--- config.mk ---
export PLATFORM = sky130hd
export DESIGN_NAME = modular_mult
export DESIGN_NICKNAME = d
export VERILOG_FILES = /design/src/rtl/modular_mult.sv
export SDC_FILE = /design/constraint.sdc
export NUM_CORES = 1
export LEC_CHECK = 0
export ABC_CLOCK_PERIOD_IN_PS = 12000
export CORE_ASPECT_RATIO = 0.5
export CORE_UTILIZATION = 32
export DETAILED_ROUTE_END_ITERATION = 10
export PLACE_DENSITY_LB_ADDON = 0.3
export SLEW_MARGIN = 20
export SYNTH_ARGS = -nofsm -noshare
export SYNTH_HDL_FRONTEND = slang
export SYNTH_SLANG_ARGS = --single-unit
--- constraint.sdc ---
create_clock -name clk -period 12 [get_ports clk]
set_clock_uncertainty 0.05 [all_clocks]
set_input_delay 2.4 -clock clk [delete_from_list [all_inputs] [get_ports clk]]
set_output_delay 2.4 -clock clk [all_outputs]
set_load 0.02 [all_outputs]
--- src/rtl/modular_mult.sv ---
// Sequential modular multiplier Z = (A*B) mod N: B is reduced mod N, then radix-4 MSB-first interleaved multiply over A.
// Optional build macro MODULAR_MULT_ERR_EN adds a registered err output flagging a zero modulus.
module modular_mult #(
  parameter int WIDTH = 32
) (
  input  logic             clk,
  input  logic             rst_n,
  input  logic             start,
  input  logic [WIDTH-1:0] A,
  input  logic [WIDTH-1:0] B,
  input  logic [WIDTH-1:0] N,
  output logic [WIDTH-1:0] Z,
`ifdef MODULAR_MULT_ERR_EN
  output logic             err,
`endif
  output logic             done
);

  // Handshake: start is a level request sampled only in IDLE or DONE; a sampled start
  // latches A/B/N and drops done. done rises with Z valid and holds until the next launch.

  localparam int DW = WIDTH / 2;
  localparam int CW = $clog2(DW + 1);
  localparam logic [CW-1:0] LAST_DIGIT = CW'(DW - 1);
  localparam logic [CW-1:0] MULT_END   = CW'(DW);

  typedef enum logic [1:0] {
    ST_IDLE,
    ST_REDUCE,
    ST_MULT,
    ST_DONE
  } state_t;

  state_t state;
  state_t state_next;

  logic [WIDTH-1:0] a_q;
  logic [WIDTH-1:0] b_q;
  logic [WIDTH-1:0] n_q;
  logic [WIDTH-1:0] r_q;
  logic [WIDTH-1:0] p_q;
  logic [CW-1:0]    cnt;

  logic [WIDTH+2:0] n1, n2, n3, n4, n5, n6;
  logic [WIDTH+1:0] red_t;
  logic [WIDTH+1:0] red_sub;
  logic [WIDTH+2:0] bm1, bm2, bm3;
  logic [WIDTH+2:0] dbm;
  logic [WIDTH+2:0] mul_t;
  logic [WIDTH+2:0] mul_sub;
  logic             launch;

  assign launch = ((state == ST_IDLE) || (state == ST_DONE)) && start;

  always_ff @(posedge clk or negedge rst_n) begin
    if (!rst_n) begin
      state <= ST_IDLE;
    end else begin
      state <= state_next;
    end
  end

  always_comb begin
    state_next = state;
    case (state)
      ST_IDLE:   if (start) state_next = ST_REDUCE;
      ST_REDUCE: if (cnt == LAST_DIGIT) state_next = ST_MULT;
      ST_MULT:   if (cnt == MULT_END) state_next = ST_DONE;
      ST_DONE:   if (start) state_next = ST_REDUCE;
      default:   state_next = ST_IDLE;
    endcase
  end

  // Multiples of N shared by both phases; 6N still fits in WIDTH+3 bits.
  always_comb begin
    n1 = {3'b000, n_q};
    n2 = n1 << 1;
    n3 = n2 + n1;
    n4 = n1 << 2;
    n5 = n4 + n1;
    n6 = n4 + n2;
  end

  // Reduction step: R < N so T = 4R + digit < 4N and k never exceeds 3.
  always_comb begin
    red_t = {r_q, 2'b00} + {{WIDTH{1'b0}}, b_q[WIDTH-1 -: 2]};
    if (red_t >= n3[WIDTH+1:0]) begin
      red_sub = red_t - n3[WIDTH+1:0];
    end else if (red_t >= n2[WIDTH+1:0]) begin
      red_sub = red_t - n2[WIDTH+1:0];
    end else if (red_t >= n1[WIDTH+1:0]) begin
      red_sub = red_t - n1[WIDTH+1:0];
    end else begin
      red_sub = red_t;
    end
  end

  // Multiply step: P < N and d*Bm <= 3(N-1), so T < 7N and k never exceeds 6.
  always_comb begin
    bm1 = {3'b000, r_q};
    bm2 = bm1 << 1;
    bm3 = bm2 + bm1;
    case (a_q[WIDTH-1 -: 2])
      2'd1:    dbm = bm1;
      2'd2:    dbm = bm2;
      2'd3:    dbm = bm3;
      default: dbm = '0;
    endcase
    mul_t = {1'b0, p_q, 2'b00} + dbm;
    if (mul_t >= n6) begin
      mul_sub = mul_t - n6;
    end else if (mul_t >= n5) begin
      mul_sub = mul_t - n5;
    end else if (mul_t >= n4) begin
      mul_sub = mul_t - n4;
    end else if (mul_t >= n3) begin
      mul_sub = mul_t - n3;
    end else if (mul_t >= n2) begin
      mul_sub = mul_t - n2;
    end else if (mul_t >= n1) begin
      mul_sub = mul_t - n1;
    end else begin
      mul_sub = mul_t;
    end
  end

  always_ff @(posedge clk or negedge rst_n) begin
    if (!rst_n) begin
      a_q  <= '0;
      b_q  <= '0;
      n_q  <= '0;
      r_q  <= '0;
      p_q  <= '0;
      cnt  <= '0;
      Z    <= '0;
      done <= 1'b0;
`ifdef MODULAR_MULT_ERR_EN
      err  <= 1'b0;
`endif
    end else begin
      if (launch) begin
        a_q  <= A;
        b_q  <= B;
        n_q  <= N;
        r_q  <= '0;
        p_q  <= '0;
        cnt  <= '0;
        done <= 1'b0;
`ifdef MODULAR_MULT_ERR_EN
        err  <= 1'b0;
`endif
      end else if (state == ST_REDUCE) begin
        r_q <= red_sub[WIDTH-1:0];
        b_q <= b_q << 2;
        cnt <= (cnt == LAST_DIGIT) ? '0 : cnt + 1'b1;
      end else if (state == ST_MULT) begin
        // Final MULT cycle only publishes; a zero modulus leaves garbage in P, so force 0.
        if (cnt == MULT_END) begin
          Z    <= (n_q == '0) ? '0 : p_q;
          done <= 1'b1;
`ifdef MODULAR_MULT_ERR_EN
          err  <= (n_q == '0);
`endif
        end else begin
          p_q <= mul_sub[WIDTH-1:0];
          a_q <= a_q << 2;
          cnt <= cnt + 1'b1;
        end
      end
    end
  end

endmodule

; Word level (Yosys, flattened, before mapping)
; Index checks and enable logic that the tools add are counted.
[word_totals]
ram_bits = 0
inputBits = 99
n_memories = 0
word_cells = 100
out_inout_bits = 33
romBits = 0
latchBits = 0
reg_bits = 200
[op_classes]
eq_ne = 14
n_bitwise = 2
n_mux = 36
n_addsub = 16
shift = 0
order_cmp = 9
reduce_logical = 14
multipliers = 0
div_mod_pow = 0
[op_table]
columns = op, n
row1 = 2-to-1 mux 32 bit, 22
row2 = subtractor 32 bit, 9
row3 = one-hot mux 35 bit (3 select lines), 1
row4 = greater-or-equal comparator 35 x 34 -> 1 bit, 2
row5 = greater-or-equal comparator 35 bit, 2
row6 = adder 33 x 32 -> 34 bit, 2
row7 = adder 34 x 32 -> 35 bit, 1
row8 = adder 34 x 33 -> 35 bit, 1
row9 = adder 34 x 35 -> 35 bit, 1
row10 = greater-or-equal comparator 35 x 32 -> 1 bit, 1
row11 = greater-or-equal comparator 35 x 33 -> 1 bit, 1
row12 = adder 34 x 2 -> 34 bit, 1
row13 = greater-or-equal comparator 34 x 32 -> 1 bit, 1
row14 = greater-or-equal comparator 34 x 33 -> 1 bit, 1
row15 = greater-or-equal comparator 34 bit, 1
row16 = zero test 32 bit, 1
row17 = 2-to-1 mux 5 bit, 5
row18 = AND reduction 3 bit, 3
row19 = "equality test 2 bit, second input constant", 4
row20 = 2-to-1 mux 2 bit, 3
row21 = "!= test 2 bit, second input constant", 3
row22 = one-hot mux 2 bit (3 select lines), 1
row23 = nonzero test 2 bit, 3
row24 = "adder 5 x 1 -> 5 bit, second input constant", 1
row25 = other kinds (14), 20

; Longest topological paths before layout
[depth]
ltp_word = 14
mapped_depth = 36
ltp_nobuf = 34

; Least setup slack after synthesis
; OpenSTA, ideal clock, no wires.
[synth_timing]
path_type = register -> register
start = reg r_q[1]
end = reg p_q[24]
setup_ns = 0.130
setup_slack_ns = 3.759
required_time_ns = 11.820
path_buffers = 1
period_less_slack_ns = 8.241
stages_incl_launch_ff = 35
arrival_ns = 8.061
cell_sequence = dfrtp_1 ha_1 fa_1 a21o_1 a21o_1 a2111oi_0 o21ai_0 a2111oi_0 o21ai_0 a21oi_1 o21bai_1 a21oi_1 nor4b_1 or3b_2 ha_1 and2_1 a221oi_1 o21a_1 o31ai_2 a21o_1 a21oi_1 xnor2_1 ha_1 a21o_1 a21o_1 a21oi_1 nand2_1 a211o_1 a31o_2 nor3b_1 or2_2 clkbuf_1 a221o_1 a211oi_1 a211oi_1
[synth_between]
elab_chain_cells = 14
elab_cells_between_ends = 25
cone_classes = 8 x add/sub / 6 x order compare / 11 x mux
[synth_rtl]
columns = item, line_no
row1 = "start, declared", 40  ; logic [WIDTH-1:0] r_q;
row2 = "start signal, assigned", 153  ; r_q <= red_sub[WIDTH-1:0];
row3 = adder 33 x 32 -> 34 bit, 102  ; bm3 = bm2 + bm1;
row4 = one-hot mux 35 bit (3 select lines) *, 103  ; case (a_q[WIDTH-1 -: 2])
row5 = adder 34 x 35 -> 35 bit *, 109  ; mul_t = {1'b0, p_q, 2'b00} + dbm;
row6 = subtractor 32 bit / greater-or-equal comparator 35 x 32 -> 1 bit (equally long branches), "121, 120"
row7 = 2-to-1 mux 32 bit, 120  ; end else if (mul_t >= n1) begin
row8 = 2-to-1 mux 32 bit, 118  ; end else if (mul_t >= n2) begin
row9 = 2-to-1 mux 32 bit, 116  ; end else if (mul_t >= n3) begin
row10 = 2-to-1 mux 32 bit, 114  ; end else if (mul_t >= n4) begin
row11 = 2-to-1 mux 32 bit, 112  ; end else if (mul_t >= n5) begin
row12 = 2-to-1 mux 32 bit *, 110  ; if (mul_t >= n6) begin
row13 = 2-to-1 mux 32 bit *, 158  ; if (cnt == MULT_END) begin
row14 = 2-to-1 mux 32 bit *, 156  ; end else if (state == ST_MULT) begin
row15 = 2-to-1 mux 32 bit *, 152  ; end else if (state == ST_REDUCE) begin
row16 = 2-to-1 mux 32 bit *, 141  ; if (launch) begin
row17 = "end signal, assigned", 165  ; p_q <= mul_sub[WIDTH-1:0];
row18 = "end, declared", 41  ; logic [WIDTH-1:0] p_q;
; Every way passes the cells marked *; elsewhere a longest branch is shown, timed or not. The select of a mux whose other input is x is not followed.
; A chain may end at the register's enable or synchronous reset.

; Worst setup path after layout
[layout_timing]
start = reg r_q[1]
end = reg p_q[23]
; The elaborated chain is that of the path after synthesis.

==> flow_metrics.env <==
export IMPL_outcome="finished, final reports clean"
export IMPL_grt_pass1_wl_mm=197
export IMPL_whs_ns=0.455
export IMPL_place_congestion=1.05
export IMPL_synthFlopType="dfrtp_1"
export IMPL_detailed_place_hpwl_mm=110
export IMPL_numCtsBuffers=17
export IMPL_routed_via_density=6.03
export IMPL_max_slew_margin_rel_pct=16.7
export IMPL_crit_type="flip-flop to flip-flop"
export IMPL_synthTopCellsByCount="ha_1, nand2_1, a21oi_1"
export IMPL_post_drt_wl_per_cell_um=25.1
export IMPL_slowest_stage="a2111oi_0"
export IMPL_cts_root_buf="clkbuf_16"
export IMPL_clk_latency_ns=0.57
export IMPL_initial_core_util_pct=32.5
export IMPL_post_route_min_period_ns=10.88
export IMPL_drt_first_iter_violations=3210
export IMPL_post_synth_inst_count=4037
export IMPL_reg2reg_slack_ns=1.12
export IMPL_gr_total_overflow=0
export IMPL_synth_most_common_cell="ha_1"
export IMPL_rsz0062_at_grt="false"
export IMPL_cts_tree="done"
export IMPL_worstHoldPathType="flip-flop to flip-flop"
export IMPL_worst_slew_pin_slew_ns=1.24
export IMPL_post_cts_buffers=0
export IMPL_place_inst=5377
export IMPL_whs_path_depth=2
export IMPL_die_area_mm2=0.0989
export IMPL_maxCapViolations=0
export IMPL_die_h_um=223
export IMPL_grt_pass1_vias=30600
export IMPL_async_flop_share_pct=100
export IMPL_antenna_found_initial=4
export IMPL_clk_pin_slew_ns=0.10
export IMPL_drt_wl_total_mm=136
export IMPL_maxSlewViolCount=0
export IMPL_synth_warnings=0
export IMPL_grt_max_degree=88
export IMPL_hold_viol_final=0
export IMPL_cts_buffer_depth=2
export IMPL_first_pass_iters=8
export IMPL_gr_usage_all_layers_pct=26.7
export IMPL_cts_repair_resized=0
export IMPL_yosysTopAreaCellShare_pct=17.7
export IMPL_yosys_cell_types_count=97
export IMPL_synth_avg_cell_area_um2=7.73
export IMPL_worst_ep_required_time_ns=12.44
export IMPL_synth_top_cell_by_area="ha_1"
export IMPL_detail_route_antenna_nets=0
export IMPL_worstPathArrival_ns=11.32
export IMPL_final_core_util_pct=36.2
export IMPL_min_to="b_q[0]"
export IMPL_dieWidth_um=444
export IMPL_nets=4677
export IMPL_synth_area_mm2=0.0312
export IMPL_ys_ff_latch=200
export IMPL_yosysSeqAreaShare_pct=16.0
export IMPL_reg2reg_depth=33
export IMPL_critPathMaxStageDelay_ns=0.79
export IMPL_hold_buffers=0
export IMPL_timing_critical_path_fanout_max=24
export IMPL_htreeDepth=4
export IMPL_fmax_mhz=91.9
export IMPL_placement_io_buffers=131
export IMPL_setup_tns_ns=0
export IMPL_setup_viol=0
export IMPL_cts_sinks=200
export IMPL_start_kind="flip-flop"
export IMPL_ios=132
export IMPL_hold_start="b_q[0]"
export IMPL_endpoint_kind="flip-flop"
export IMPL_syn_to_final_growth_pct=11.4
export IMPL_syn_num_nets=4589
export IMPL_synth_edf_count=0
export IMPL_r2r_end="p_q[23]"
export IMPL_ys_top_cells_by_area="ha_1, dfrtp_1, a21oi_1, xnor2_1, o21ai_0"
export IMPL_r2r_start="r_q[1]"
export IMPL_drc_errors=0
export IMPL_placementRows=80
export IMPL_finalCritPeriodShare_pct=90.7
export IMPL_drive_gt1_share_pct=4.16
export IMPL_route_vias_total=32600
export IMPL_coreArea_mm2=0.0960
export IMPL_final_cells=5411
kinds of logic (layout without fill, tap and decap cells):
logic type               Yosys count  count (layout)  synth area share, %
AND/OR/NAND/NOR                 1163            1163                 17.5
adder cells (fa/ha/maj)          453             453                 18.4
flip-flops                       200             200                 16.0
buffers and inverters            268             369                 3.31
XOR/XNOR                         335             335                 9.40
other                              0               2                    0
AO/OA/AOI/OAI                   1515            1515                 31.9
multiplexers                     103             103                 3.42
through the flow:
step / cell area, um^2 / setup WS, ns
floorplan: 31200 / 3.76
global placement: 34100 / 1.37
detailed placement: 34100 / 1.41
CTS: 34800 / 1.41
global route: 34800 / 0.688
finish: 34800 / 1.12
critical path: cells and delay by family, from the launching register on:
kind / cells / cell delay, ns
flops: 1 / 0.53
buf+inv: 1 / 0.48
simple gates: 13 / 2.72
xor+xnor: 1 / 0.48
fa+ha+maj: 4 / 1.50
compound gates: 14 / 5.02
worst max path at each step:
stage,end,from,cells past startpoint
final,p_q[23],r_q[1],33
after global routing,p_q[15],r_q[1],32
after CTS,p_q[4],r_q[1],30
after detailed placement,p_q[4],r_q[1],30
after global placement,p_q[15],r_q[1],32
after floorplan,p_q[24],r_q[1],34
registers in the layout (all words and copies together), names as in the netlist:
register  cells
cnt           5
a_q          32
state         2
n_q          32
done          1
b_q          32
Z            32
r_q          32
p_q          32
cell usage in the layout (no fill, tap or decap), drive strengths merged, types with 153 or more instances in the layout:
master	instances
a21o	169
nand2	394
a21oi	364
inv	153
nor2	296
dfrtp	200
o21ai	346
xnor2	205
ha	441
cell type report:
type / instances / area [um^2]
Antenna cell: 2 / 5.00
Clock buffer: 17 / 425
Clock inverter: 15 / 183
Fill cell: 9989 / 61200
Inverter: 147 / 552
Multi-Input combinational cell: 3569 / 25300
Sequential cell: 200 / 5010
Tap cell: 1271 / 1590
Timing Repair Buffer: 190 / 1760
routing by layer:
metal,vias up,part of all wire (%),track usage (%)
met5,-,0.0081,0
met4,2,3.3,9.47
met3,178,9.2,6.02
met2,1325,41,39.1
met1,15800,46,38.1
li1,15300,-,-
Power is not shown: default switching activity piles up to over one toggle a cycle in this logic, so the estimate is an artifact.
